File: config.mk
export PLATFORM = sky130hd
export DESIGN_NAME = if_fetch
export DESIGN_NICKNAME = d
export VERILOG_FILES = /design/src/rtl/if_fetch_pkg.sv /design/src/rtl/if_byte_assembler.sv /design/src/rtl/if_fetch.sv
export SDC_FILE = /design/constraint.sdc
export NUM_CORES = 1
export LEC_CHECK = 0
export ABC_CLOCK_PERIOD_IN_PS = 3330
export CORE_ASPECT_RATIO = 1.1
export CORE_MARGIN = 1.5
export CORE_UTILIZATION = 48
export CTS_CLUSTER_SIZE = 12
export DETAILED_ROUTE_END_ITERATION = 6
export PLACE_DENSITY = 0.86
export SLEW_MARGIN = 20
export SYNTH_ARGS = -nofsm -noshare
export SYNTH_HDL_FRONTEND = slang
export SYNTH_SLANG_ARGS = --single-unit
File: constraint.sdc
create_clock -name clk -period 3.33 [get_ports clk]
set_clock_uncertainty 0.1 [all_clocks]
set_input_delay 0.666 -clock clk [delete_from_list [all_inputs] [get_ports clk]]
set_output_delay 0.666 -clock clk [all_outputs]
set_load 0.01 [all_outputs]
File: src/rtl/if_fetch_pkg.sv
// rtl/if_fetch_pkg.sv - shared types and constants for the instruction fetch stage
package if_fetch_pkg;

    typedef enum logic [1:0] {
        LOOKUP = 2'd0,
        FILL   = 2'd1,
        LAST   = 2'd2,
        HOLD   = 2'd3
    } fetch_state_t;

    // Hold lengths the memory stage requests for byte, half and word accesses
    localparam logic [2:0] HOLD_BYTE = 3'd3;
    localparam logic [2:0] HOLD_HALF = 3'd4;
    localparam logic [2:0] HOLD_WORD = 3'd6;

    localparam logic [31:0] BUBBLE = 32'h0000_0000;

    // Index of the highest set bit of the one-hot hold bus; 0 means no hold
    function automatic logic [2:0] stall_to_count(input logic [6:0] stall);
        logic [2:0] cnt;
        cnt = 3'd0;
        for (int i = 0; i < 7; i++) begin
            if (stall[i]) begin
                cnt = 3'(i);
            end
        end
        return cnt;
    endfunction

endpackage

File: src/rtl/if_byte_assembler.sv
// rtl/if_byte_assembler.sv - collects bytes 0..2 of a missed word and packs it little-endian
module if_byte_assembler (
    input  logic        clk,
    input  logic        rst,
    input  logic        start,
    input  logic        advance,
    input  logic [7:0]  din_i,
    output logic [1:0]  idx_o,
    output logic [31:0] word_o
);

    logic [1:0]  idx;
    logic [23:0] asm_q;

    // Each advance captures the byte requested one cycle earlier (idx - 1)
    always_ff @(posedge clk) begin
        if (rst) begin
            idx   <= 2'd0;
            asm_q <= 24'd0;
        end else if (start) begin
            idx <= 2'd1;
        end else if (advance) begin
            case (idx)
                2'd1:    asm_q[7:0]   <= din_i;
                2'd2:    asm_q[15:8]  <= din_i;
                2'd3:    asm_q[23:16] <= din_i;
                default: asm_q        <= asm_q;
            endcase
            idx <= idx + 2'd1;
        end
    end

    assign idx_o  = idx;
    assign word_o = {din_i, asm_q};

endmodule

File: src/rtl/if_fetch.sv
// rtl/if_fetch.sv - RV32I fetch stage: icache lookup, byte-wise miss fill, decode redirects and holds
module if_fetch
    import if_fetch_pkg::*;
#(
    parameter logic [31:0] RESET_PC = 32'h0
) (
    input  logic        clk,
    input  logic        rst,
    input  logic        jump_i,
    input  logic [31:0] jump_addr_i,
    input  logic        next_ignore_i,
    input  logic [6:0]  stall_i,
    output logic [31:0] ic_addr_o,
    input  logic        ic_hit_i,
    input  logic [31:0] ic_inst_i,
    output logic [31:0] mem_addr_o,
    output logic        mem_rd_o,
    input  logic [7:0]  mem_din_i,
    output logic [31:0] pc_o,
    output logic [31:0] inst_o,
    output logic        ignore_o
);

    fetch_state_t state, state_n;
    logic [31:0]  pc, pc_n;
    logic [31:0]  pc_o_n, inst_n;
    logic         ignore_n;
    logic [2:0]   hold_cnt, hold_cnt_n;
    logic [2:0]   hold_req;
    logic         rd, asm_start, asm_advance;
    logic [31:0]  rd_addr;
    logic [1:0]   idx;
    logic [31:0]  asm_word;

    if_byte_assembler u_asm (
        .clk     (clk),
        .rst     (rst),
        .start   (asm_start),
        .advance (asm_advance),
        .din_i   (mem_din_i),
        .idx_o   (idx),
        .word_o  (asm_word)
    );

    assign hold_req  = stall_to_count(stall_i);
    assign ic_addr_o = pc;

    always_comb begin
        state_n     = state;
        pc_n        = pc;
        pc_o_n      = pc_o;
        inst_n      = inst_o;
        ignore_n    = 1'b0;
        hold_cnt_n  = hold_cnt;
        rd          = 1'b0;
        rd_addr     = pc;
        asm_start   = 1'b0;
        asm_advance = 1'b0;
        case (state)
            LOOKUP: begin
                if (jump_i) begin
                    pc_n     = jump_addr_i;
                    inst_n   = BUBBLE;
                    ignore_n = 1'b1;
                end else if (next_ignore_i) begin
                    pc_n     = pc_o;
                    inst_n   = BUBBLE;
                    ignore_n = 1'b1;
                end else if (hold_req != 3'd0) begin
                    inst_n = BUBBLE;
                end else if (ic_hit_i) begin
                    inst_n = ic_inst_i;
                    pc_o_n = pc + 32'd4;
                    pc_n   = pc + 32'd4;
                end else begin
                    rd        = 1'b1;
                    asm_start = 1'b1;
                    inst_n    = BUBBLE;
                    state_n   = FILL;
                end
                // A hold overrides whatever this lookup would have started
                if (hold_req != 3'd0) begin
                    hold_cnt_n = hold_req;
                    state_n    = HOLD;
                end
            end
            FILL: begin
                rd          = 1'b1;
                rd_addr     = pc + {30'd0, idx};
                asm_advance = 1'b1;
                inst_n      = BUBBLE;
                if (idx == 2'd3) begin
                    state_n = LAST;
                end
            end
            LAST: begin
                inst_n  = asm_word;
                pc_o_n  = pc + 32'd4;
                pc_n    = pc + 32'd4;
                state_n = LOOKUP;
            end
            HOLD: begin
                inst_n = BUBBLE;
                if (hold_cnt <= 3'd1) begin
                    hold_cnt_n = 3'd0;
                    state_n    = LOOKUP;
                end else begin
                    hold_cnt_n = hold_cnt - 3'd1;
                end
            end
            default: state_n = LOOKUP;
        endcase
    end

    assign mem_rd_o   = rd & ~rst;
    assign mem_addr_o = mem_rd_o ? rd_addr : 32'd0;

    always_ff @(posedge clk) begin
        if (rst) begin
            state    <= LOOKUP;
            pc       <= RESET_PC;
            pc_o     <= 32'd0;
            inst_o   <= BUBBLE;
            ignore_o <= 1'b0;
            hold_cnt <= 3'd0;
        end else begin
            state    <= state_n;
            pc       <= pc_n;
            pc_o     <= pc_o_n;
            inst_o   <= inst_n;
            ignore_o <= ignore_n;
            hold_cnt <= hold_cnt_n;
        end
    end

endmodule

### Word level (Yosys, flattened, before mapping)

Index checks and enable logic that the tools add are counted.

| cells by class | value |
|---|---|
| add/sub/neg operators | 4 |
| order comparisons | 1 |
| equality and inequality tests | 18 |
| muxes and demuxes | 42 |
| bitwise logic cells | 4 |
| reductions and logical operators | 15 |

Operators by type and width:

| kind | number |
|---|---|
| $mux W32 | 12 |
| $pmux W32 S2 | 2 |
| $pmux W32 S3 | 1 |
| $add A32 B2 Y32 | 1 |
| $add A32 B3 Y32 const B | 1 |
| $mux W3 | 7 |
| $ne A2 B2 Y1 const B | 7 |
| $mux W2 | 6 |
| $reduce_and A3 Y1 | 4 |
| $mux W1 | 11 |
| $reduce_and A5 Y1 | 2 |
| $ne A3 B3 Y1 const B | 3 |
| $eq A2 B2 Y1 const B | 4 |
| $ne A4 B4 Y1 const B | 2 |
| $pmux W2 S4 | 1 |
| $pmux W3 S2 | 1 |
| $reduce_bool A2 Y1 | 3 |
| $reduce_or A2 Y1 | 3 |
| $eq A2 B1 Y1 const B | 2 |
| $le A3 B1 Y1 const B | 1 |
| $not A1 Y1 | 3 |
| $reduce_bool A3 Y1 | 1 |
| $sub A3 B1 Y3 const B | 1 |
| $add A2 B1 Y2 const B | 1 |
| other kinds (4) | 4 |

| storage, ports and cells | value |
|---|---|
| bits in registers | 128 |
| input bits | 84 |
| output and inout bits | 130 |
| word-level logic and storage cells | 95 |

### Longest topological paths before layout

Gate-level depths: netlist of run 1.

| depth | value |
|---|---|
| depth after elaboration | 13 |
| mapped depth | 8 |
| mapped depth without buffers | 7 |

### Cells and area by module

A second synthesis of run 1 with hierarchy kept.

| unflattened totals | value |
|---|---|
| cell total of the unflattened synthesis | 932 |
| area total of the unflattened synthesis | 7,327.0 µm² |

By module, submodules not included:

| module | instances | cells each | area each (µm²) | sequential area each (µm²) |
|---|---|---|---|---|
| if_fetch | 1 | 820 | 6,118.4 | 2,042.0 |
| if_byte_assembler | 1 | 112 | 1,208.7 | 520.5 |

### Worst setup path after synthesis of run 1

No wires, ideal clock.

| timing path | value |
|---|---|
| path type | flip-flop to output port |
| start | reg pc[3], in the netlist ic_addr_o[3] |
| end | out mem_addr_o[28] |
| arrival time | 2.041 ns |
| required time | 2.564 ns |
| setup slack | 0.523 ns |
| stages on the path, launching flop included | 8 |
| path buffers | 1 |
| path through | dfxtp_1 ha_1 nand3_1 or4_1 buf_2 nor3_1 xnor2_1 nor2_1 |

| on the way | value |
|---|---|
| cells in the longest elaborated chain, start to end | 3 |

RTL lines:

| element | line | source |
|---|---|---|
| from (decl) | if_fetch.sv:25 | `logic [31:0] pc, pc_n;` |
| from (signal assigned) | if_fetch.sv:128 | `pc <= pc_n;` |
| $add A32 B2 Y32 | if_fetch.sv:89 | `rd_addr = pc + {30'd0, idx};` |
| $mux W32 | if_fetch.sv:59 | `case (state)` |
| $mux W32 | if_fetch.sv:116 | `assign mem_addr_o = mem_rd_o ? rd_addr : 32'd0;` |
| to (decl) | if_fetch.sv:16 | `output logic [31:0] mem_addr_o,` |

Every way passes these cells.

### Worst setup path in the final report of run 1

| timing path | value |
|---|---|
| start | in stall_i[1] |
| end | out mem_addr_o[4] |

| on the way | value |
|---|---|
| cells in the longest elaborated chain, start to end | 13 |

RTL lines:

| element | line | source |
|---|---|---|
| from (decl) | if_fetch.sv:12 | `input logic [6:0] stall_i,` |
| $mux W1 | if_fetch_pkg.sv:23 | `if (stall[i]) begin` |
| $mux W3 (5 in series) | if_fetch_pkg.sv:23 |  |
| $reduce_bool A3 Y1 | if_fetch.sv:69 | `end else if (hold_req != 3'd0) begin` |
| $mux W1 | if_fetch.sv:69 |  |
| $mux W1 | if_fetch.sv:65 | `end else if (next_ignore_i) begin` |
| $mux W1 | if_fetch.sv:61 | `if (jump_i) begin` |
| $pmux W1 S2 | if_fetch.sv:59 |  |
| $and A1 B1 Y1 | if_fetch.sv:115 | `assign mem_rd_o = rd & ~rst;` |
| $mux W32 | if_fetch.sv:116 |  |

Every way passes these cells.

==> impl_metrics.json, run 1 <==
{
  "ys_ff_latch": 128,
  "netlist.area_leader.share_pct": 36.5,
  "clk_pin_slew_ns": 0.06,
  "slowest_stage": "clkdlybuf4s50_1",
  "grt_max_degree": 68,
  "synth_area_sq_um": 7020,
  "p_leak_uw": 0.00363,
  "final-setup-viol-count": 0,
  "die_w_microns": 118,
  "worstSetupPathType": "in -> out",
  "timing.hold.ws_ns": 0.353,
  "cts_buffers": 17,
  "powerDensity_nw_per_um2": 446,
  "path_max_fanout": 31,
  "critPathCaptureType": "output port",
  "synthCells": 929,
  "fin_area_sq_um": 10200,
  "syn_to_final_growth_pct": 45.3,
  "synth_top_cell_by_area": "dfxtp_1",
  "fin_crit_sh_pct": 98.4,
  "synthXorXnorAreaFrac_pct": 6.99,
  "worst_pin_slew_ns": 0.732,
  "synth_top_family_by_area": "simple AND/OR/NAND/NOR gates",
  "finalNonFillerCells": 1347,
  "hpwlAfterDp_mm": 15.7,
  "worstSetupStartpointType": "primary input",
  "antenna_found_initial": 0,
  "grt_use_total_pct": 29.7,
  "synth-simple-area-share_pct": 27.0,
  "syn-num-nets": 1022,
  "wire_per_inst_microns": 17.1,
  "placement.cell_area_sq_um": 9580,
  "gr-total-overflow": 0,
  "avgSynthCellArea_sq_um": 7.56,
  "ys.flop_type": "dfxtp_1",
  "synth_top_cells_by_area": "dfxtp_1 (36%), nor2_1 (7.1%), nand2_1 (6.0%), a21oi_1 (5.7%), xnor2_1 (5.1%)",
  "placement_rows": 46,
  "vias": 7741,
  "portBuffers": 212,
  "clock_sinks": 128,
  "routed_via_density": 5.75,
  "critPathMaxStageDelay_ns": 0.46,
  "gp_congestion": 0.911,
  "synth_fa_ha_area_share_pct": 1.71,
  "seq_area_frac_synth_pct": 36.5,
  "crit_path_cell_trace": "clkdlybuf4s50_1, nor3_2, a31oi_1, or3_4, buf_12, nor2_1, clkdlybuf4s15_1",
  "cp.required_ns": 2.56,
  "cts_tree": "yes",
  "grt_pass1_wl_mm": 36.3,
  "final.setup.tns_ns": 0,
  "period_minus_slack_ns": 3.28,
  "diodes": 0,
  "layout.nets": 1235,
  "synth_cell_types": 58,
  "slew_violations": 0,
  "dp_worst_setup_slack_ns": -0.373,
  "drt-initial-drc-count": 693,
  "drt-total-wl_mm": 23.1,
  "async_flop_share_pct": 0,
  "ios": 214,
  "grt_pass1_vias": 7203,
  "antenna_left": 0,
  "clk_latency_ns": 0.43,
  "initial_core_util_pct": 49.0,
  "drive_above_1_share_pct": 11.8,
  "synthMuxAreaShare_pct": 0.428,
  "placedCellCount": 1313,
  "hp-class": "reg -> reg",
  "cts_root_buf": "clkbuf_16",
  "dieArea_sq_um": 15400,
  "hold_violations": 0,
  "cts_max_path_buffers": 2,
  "synth_warnings": 0,
  "worst_slack_ns": 0.0544,
  "drc_errors": 0,
  "synth_compound_area_share_pct": 21.2,
  "ir_worst_vdd_mv": 0.388,
  "cap_viol_max_count": 0,
  "synth-edff-count": 0,
  "core_sq_um": 14300,
  "critPathArrivalTime_ns": 2.51,
  "slew_headroom_pct": 51.2,
  "dr.pass1.iters": 7,
  "chipHeight_microns": 130,
  "status": "completed",
  "clock.fmax_mhz": 305,
  "htreeDepth": 4
}
[state kept, by name (all words and copies together), names as in the netlist]
| signal | count |
|---|---|
| ic_addr_o | 32 |
| u_asm.asm_q | 24 |
| u_asm.idx_o | 2 |
| pc_o | 32 |
| state | 2 |
| inst_o | 32 |
| ignore_o | 1 |
| hold_cnt | 3 |
[Yosys cell counts, types with 14 or more instances]
cell	number
nor2_1	132
nand4_1	15
a22oi_1	34
inv_1	21
nand2_1	113
xnor2_1	41
xor2_1	15
dfxtp_1	128
nor3_1	22
clkbuf_1	64
buf_2	14
a21oi_1	80
a211oi_1	34
o21ai_0	39
nand3_1	47
nand3b_1	17
[through the flow]
| step | util (%) | total power, uW |
|---|---|---|
| 3_5_place_dp | 66.9 | 2700 |
| 3_3_place_gp | 66.9 | 2690 |
| 5_1_grt | 71.2 | 4740 |
| 6_report | 71.2 | 4550 |
| 4_1_cts | 70.9 | 4550 |
| 2_1_floorplan | - | 2240 |
[kinds of logic (layout without fill, tap and decap cells)]
| kind of cell | Yosys count | after routing |
|---|---|---|
| buffers and inverters | 106 | 332 |
| adder cells (fa/ha/maj) | 9 | 9 |
| AO/OA/AOI/OAI | 231 | 231 |
| multiplexers | 3 | 3 |
| XOR/XNOR | 56 | 56 |
| flip-flops | 128 | 128 |
| AND/OR/NAND/NOR | 396 | 396 |
[repair_timing]
item | in CTS | in global routing
pin swaps | 0 | 2
resized for setup | 40 | 31
setup endpoints to repair | 33 | 20
buffers inserted | 0 | 2
hold buffers | 0 | 0
[cell usage in the layout, fill, tap and decap left out, types with 7 or more instances in the layout]
cell type          n
inv_1             21
nand2_1          113
a211oi_1          34
o31a_1             7
inv_6              7
nand4_1           15
clkdlybuf4s50_1  177
o32ai_1           11
nand2b_1           7
xnor2_1           41
a21oi_1           80
nand3_1           47
nor4_1             8
a22oi_1           34
clkbuf_16         17
xor2_1            15
buf_4             61
nor2_1           130
dlygate4sd2_1     16
nor3_1            16
ha_1               8
clkdlybuf4s15_1   11
dfxtp_1          127
o21ai_0           39
nand3b_1          17
[worst paths after layout]
check	from	to	slack [ns]	cells after the start
hold / removal	u_asm.asm_q[8]	u_asm.asm_q[8]	0.35	2
setup reg to reg	ic_addr_o[3]	ic_addr_o[30]	1.15	7
setup / recovery	stall_i[1]	mem_addr_o[4]	0.05	7
hold reg to reg	u_asm.asm_q[8]	u_asm.asm_q[8]	0.35	2
[layout make-up]
class | instances | area [sq um]
multi-input combinational | 695 | 4120
inverter | 22 | 82.6
fill | 1082 | 4130
clock inverter | 15 | 160
timing repair buffer | 278 | 2610
tap | 192 | 240
sequential | 128 | 2560
clock buffer | 17 | 425
[worst max-delay path, delay by kind of cell]
| kind | cells | cell delay [ns] |
|---|---|---|
| compound gates | 1 | 0.14 |
| buf+inv | 3 | 0.90 |
| simple gates | 3 | 0.79 |
[where the power goes]
| part | switching [uW] | total [uW] | leakage (uW) | internal [uW] |
|---|---|---|---|---|
| Sequential | 84.6 | 1710 | 0.00104 | 1620 |
| Clock | 792 | 1860 | 0.000284 | 1060 |
| Combinational | 529 | 990 | 0.00231 | 461 |
| Total | 1410 | 4550 | 0.00363 | 3150 |
[per-layer routing]
layer,GRT usage (%),routed length [microns]
met1,35.3,9090
met4,17.4,952
met2,50.0,11000
met5,0,0
met3,6.38,2050
(Power assumes the default switching activity.)
==> inputs of run 2 (changes only) <==
--- a/config.mk
+++ b/config.mk
@@ -11,7 +11,8 @@
 export CORE_UTILIZATION = 48
 export CTS_CLUSTER_SIZE = 12
 export DETAILED_ROUTE_END_ITERATION = 6
-export PLACE_DENSITY = 0.86
+export GPL_TIMING_DRIVEN = 0
+export PLACE_DENSITY = 0.82
 export SLEW_MARGIN = 20
 export SYNTH_ARGS = -nofsm -noshare
 export SYNTH_HDL_FRONTEND = slang
==> run 2 against run 1 <==
Total power is 3.7% higher; critical path type unchanged; combinational power is essentially flat; sequential cell count unchanged; largest cell class unchanged.
==> impl_metrics.json, run 2 (synthesized netlist as in run 1, its figures left out) <==
{
  "portBuffers": 211,
  "slew_violations": 0,
  "clk_latency_ns": 0.43,
  "drive_above_1_share_pct": 9.90,
  "critPathCaptureType": "output port",
  "cts_root_buf": "clkbuf_16",
  "crit_path_cell_trace": "dlygate4sd2_1, nor3_2, a31oi_2, or3_4, buf_4, clkbuf_8, nor2_1, clkdlybuf4s15_2",
  "layout.nets": 1262,
  "dr.pass1.iters": 6,
  "die_w_microns": 118,
  "ios": 214,
  "initial_core_util_pct": 49.0,
  "status": "completed",
  "hp-class": "reg -> reg",
  "p_switching_uw": 1440,
  "final.setup.tns_ns": 0,
  "critPathMaxStageDelay_ns": 0.39,
  "gp_congestion": 0.952,
  "cap_viol_max_count": 0,
  "routed_via_density": 6.02,
  "pwr-share-seq_pct": 36.5,
  "cts_max_path_buffers": 2,
  "grt_pass1_wl_mm": 41.3,
  "clk_pin_slew_ns": 0.06,
  "cp_top_family": "buffers and inverters",
  "final_cell_mix": "clkdlybuf4s50_1 (170), nor2_1 (127), dfxtp_1 (121)",
  "crit_buf_inv": 4,
  "fin_crit_sh_pct": 98.4,
  "chipHeight_microns": 130,
  "hpwlAfterDp_mm": 18.9,
  "path_max_fanout": 10,
  "grt_use_total_pct": 34.6,
  "core_sq_um": 14300,
  "antenna_found_initial": 0,
  "dp_worst_setup_slack_ns": -0.808,
  "p_int_uw": 3280,
  "p_leak_uw": 0.00359,
  "final-setup-viol-count": 0,
  "antenna_left": 0,
  "powerDensity_nw_per_um2": 459,
  "clock.fmax_mhz": 305,
  "wire_per_inst_microns": 19.7,
  "hold_violations": 0,
  "htreeDepth": 4,
  "slew_headroom_pct": 37.0,
  "diodes": 0,
  "worst_slack_ns": 0.0544,
  "cts_buffers": 17,
  "dieArea_sq_um": 15400,
  "slowest_stage": "or3_4",
  "cts_tree": "yes",
  "p_comb_share_pct": 21.4,
  "grt_max_degree": 17,
  "worstSetupStartpointType": "primary input",
  "final_util_pct": 71.8,
  "critPathArrivalTime_ns": 2.51,
  "pwr-share-clk_pct": 42.0,
  "drc_errors": 0,
  "timing.hold.ws_ns": 0.355,
  "drt-initial-drc-count": 889,
  "final_common_cell": "clkdlybuf4s50_1",
  "vias": 8276,
  "gr-total-overflow": 0,
  "period_minus_slack_ns": 3.28,
  "syn_to_final_growth_pct": 46.5,
  "worst_pin_slew_ns": 0.938,
  "p_sw_share_pct": 30.6,
  "worstSetupPathType": "in -> out",
  "placement_rows": 46,
  "drt-total-wl_mm": 27.0,
  "cp.required_ns": 2.56,
  "clock_sinks": 128,
  "grt_pass1_vias": 7706,
  "ir_worst_vdd_mv": 0.391
}
## run 2: cell types whose count changed in the layout (fill, tap and decap cells not counted), moves of 5 or more
cell / previous run / this run
clkbuf_4: 0 / 5
clkbuf_1: 0 / 59
dfxtp_2: 1 / 6
clkdlybuf4s50_1: 177 / 170
dlygate4sd2_1: 16 / 22
buf_4: 61 / 17
buf_2: 1 / 8
dfxtp_1: 127 / 121
clkbuf_8: 0 / 5
## run 2: per-stage QoR
step / instance area, sq um / power (uW) / instances
floorplan: 7020 / 2240 / 929
global route: 10300 / 4860 / 1374
global placement: 9370 / 2690 / 1332
CTS: 10200 / 4670 / 1370
finish: 10300 / 4720 / 1374
detailed placement: 9370 / 2700 / 1332
## run 2: worst reg2reg max path, stage by stage (launching register included)
cell      delay [ns]
dfxtp_1         0.47
nor2b_1         0.08
clkbuf_1        0.22
nor2_1          0.19
clkbuf_1        0.51
clkbuf_1        0.62
nor3b_1         0.13
o21ai_0         0.23
a21oi_1         0.09
## run 2: worst paths after layout
kind                                 startpoint  cells past startpoint               to  slack, ns
worst max-delay path                 stall_i[6]                      8   mem_addr_o[12]       0.05
worst min-delay path            u_asm.asm_q[21]                      2  u_asm.asm_q[21]       0.35
worst max register to register         state[0]                      8    ic_addr_o[12]       0.55
worst min register to register  u_asm.asm_q[21]                      2  u_asm.asm_q[21]       0.35
## run 2: power groups by stage
stage          logic, uW  clock network (uW)  registers, uW
2_1_floorplan        480                   0           1760
3_3_place_gp         943                   0           1750
3_5_place_dp         954                   0           1750
4_1_cts              971                1980           1720
5_1_grt             1070                2050           1730
6_report            1010                1980           1720
## run 2: area by class of cell
class                           instances  area, sq um
Timing Repair Buffer                  223         2170
Multi-Input combinational cell        695         4200
Buffer                                 82          403
Sequential cell                       128         2570
Fill cell                            1129         4050
Clock inverter                         13          176
Tap cell                              192          240
Inverter                               22         82.6
Clock buffer                           19          443
## run 2: what timing repair did
item	in CTS	in global routing
pin swaps	6	8
hold buffers	0	0
gates resized for setup	104	26
setup buffers	7	5
endpoints found under the setup margin	33	27
## run 2: metal layers
metal / vias up / global-route usage [%] / share of wire [%]
li1: 3748 / - / -
met1: 3784 / 41.1 / 38
met2: 619 / 56.5 / 46
met3: 125 / 8.22 / 11
met4: 0 / 22.4 / 5.3
met5: - / 0 / 0
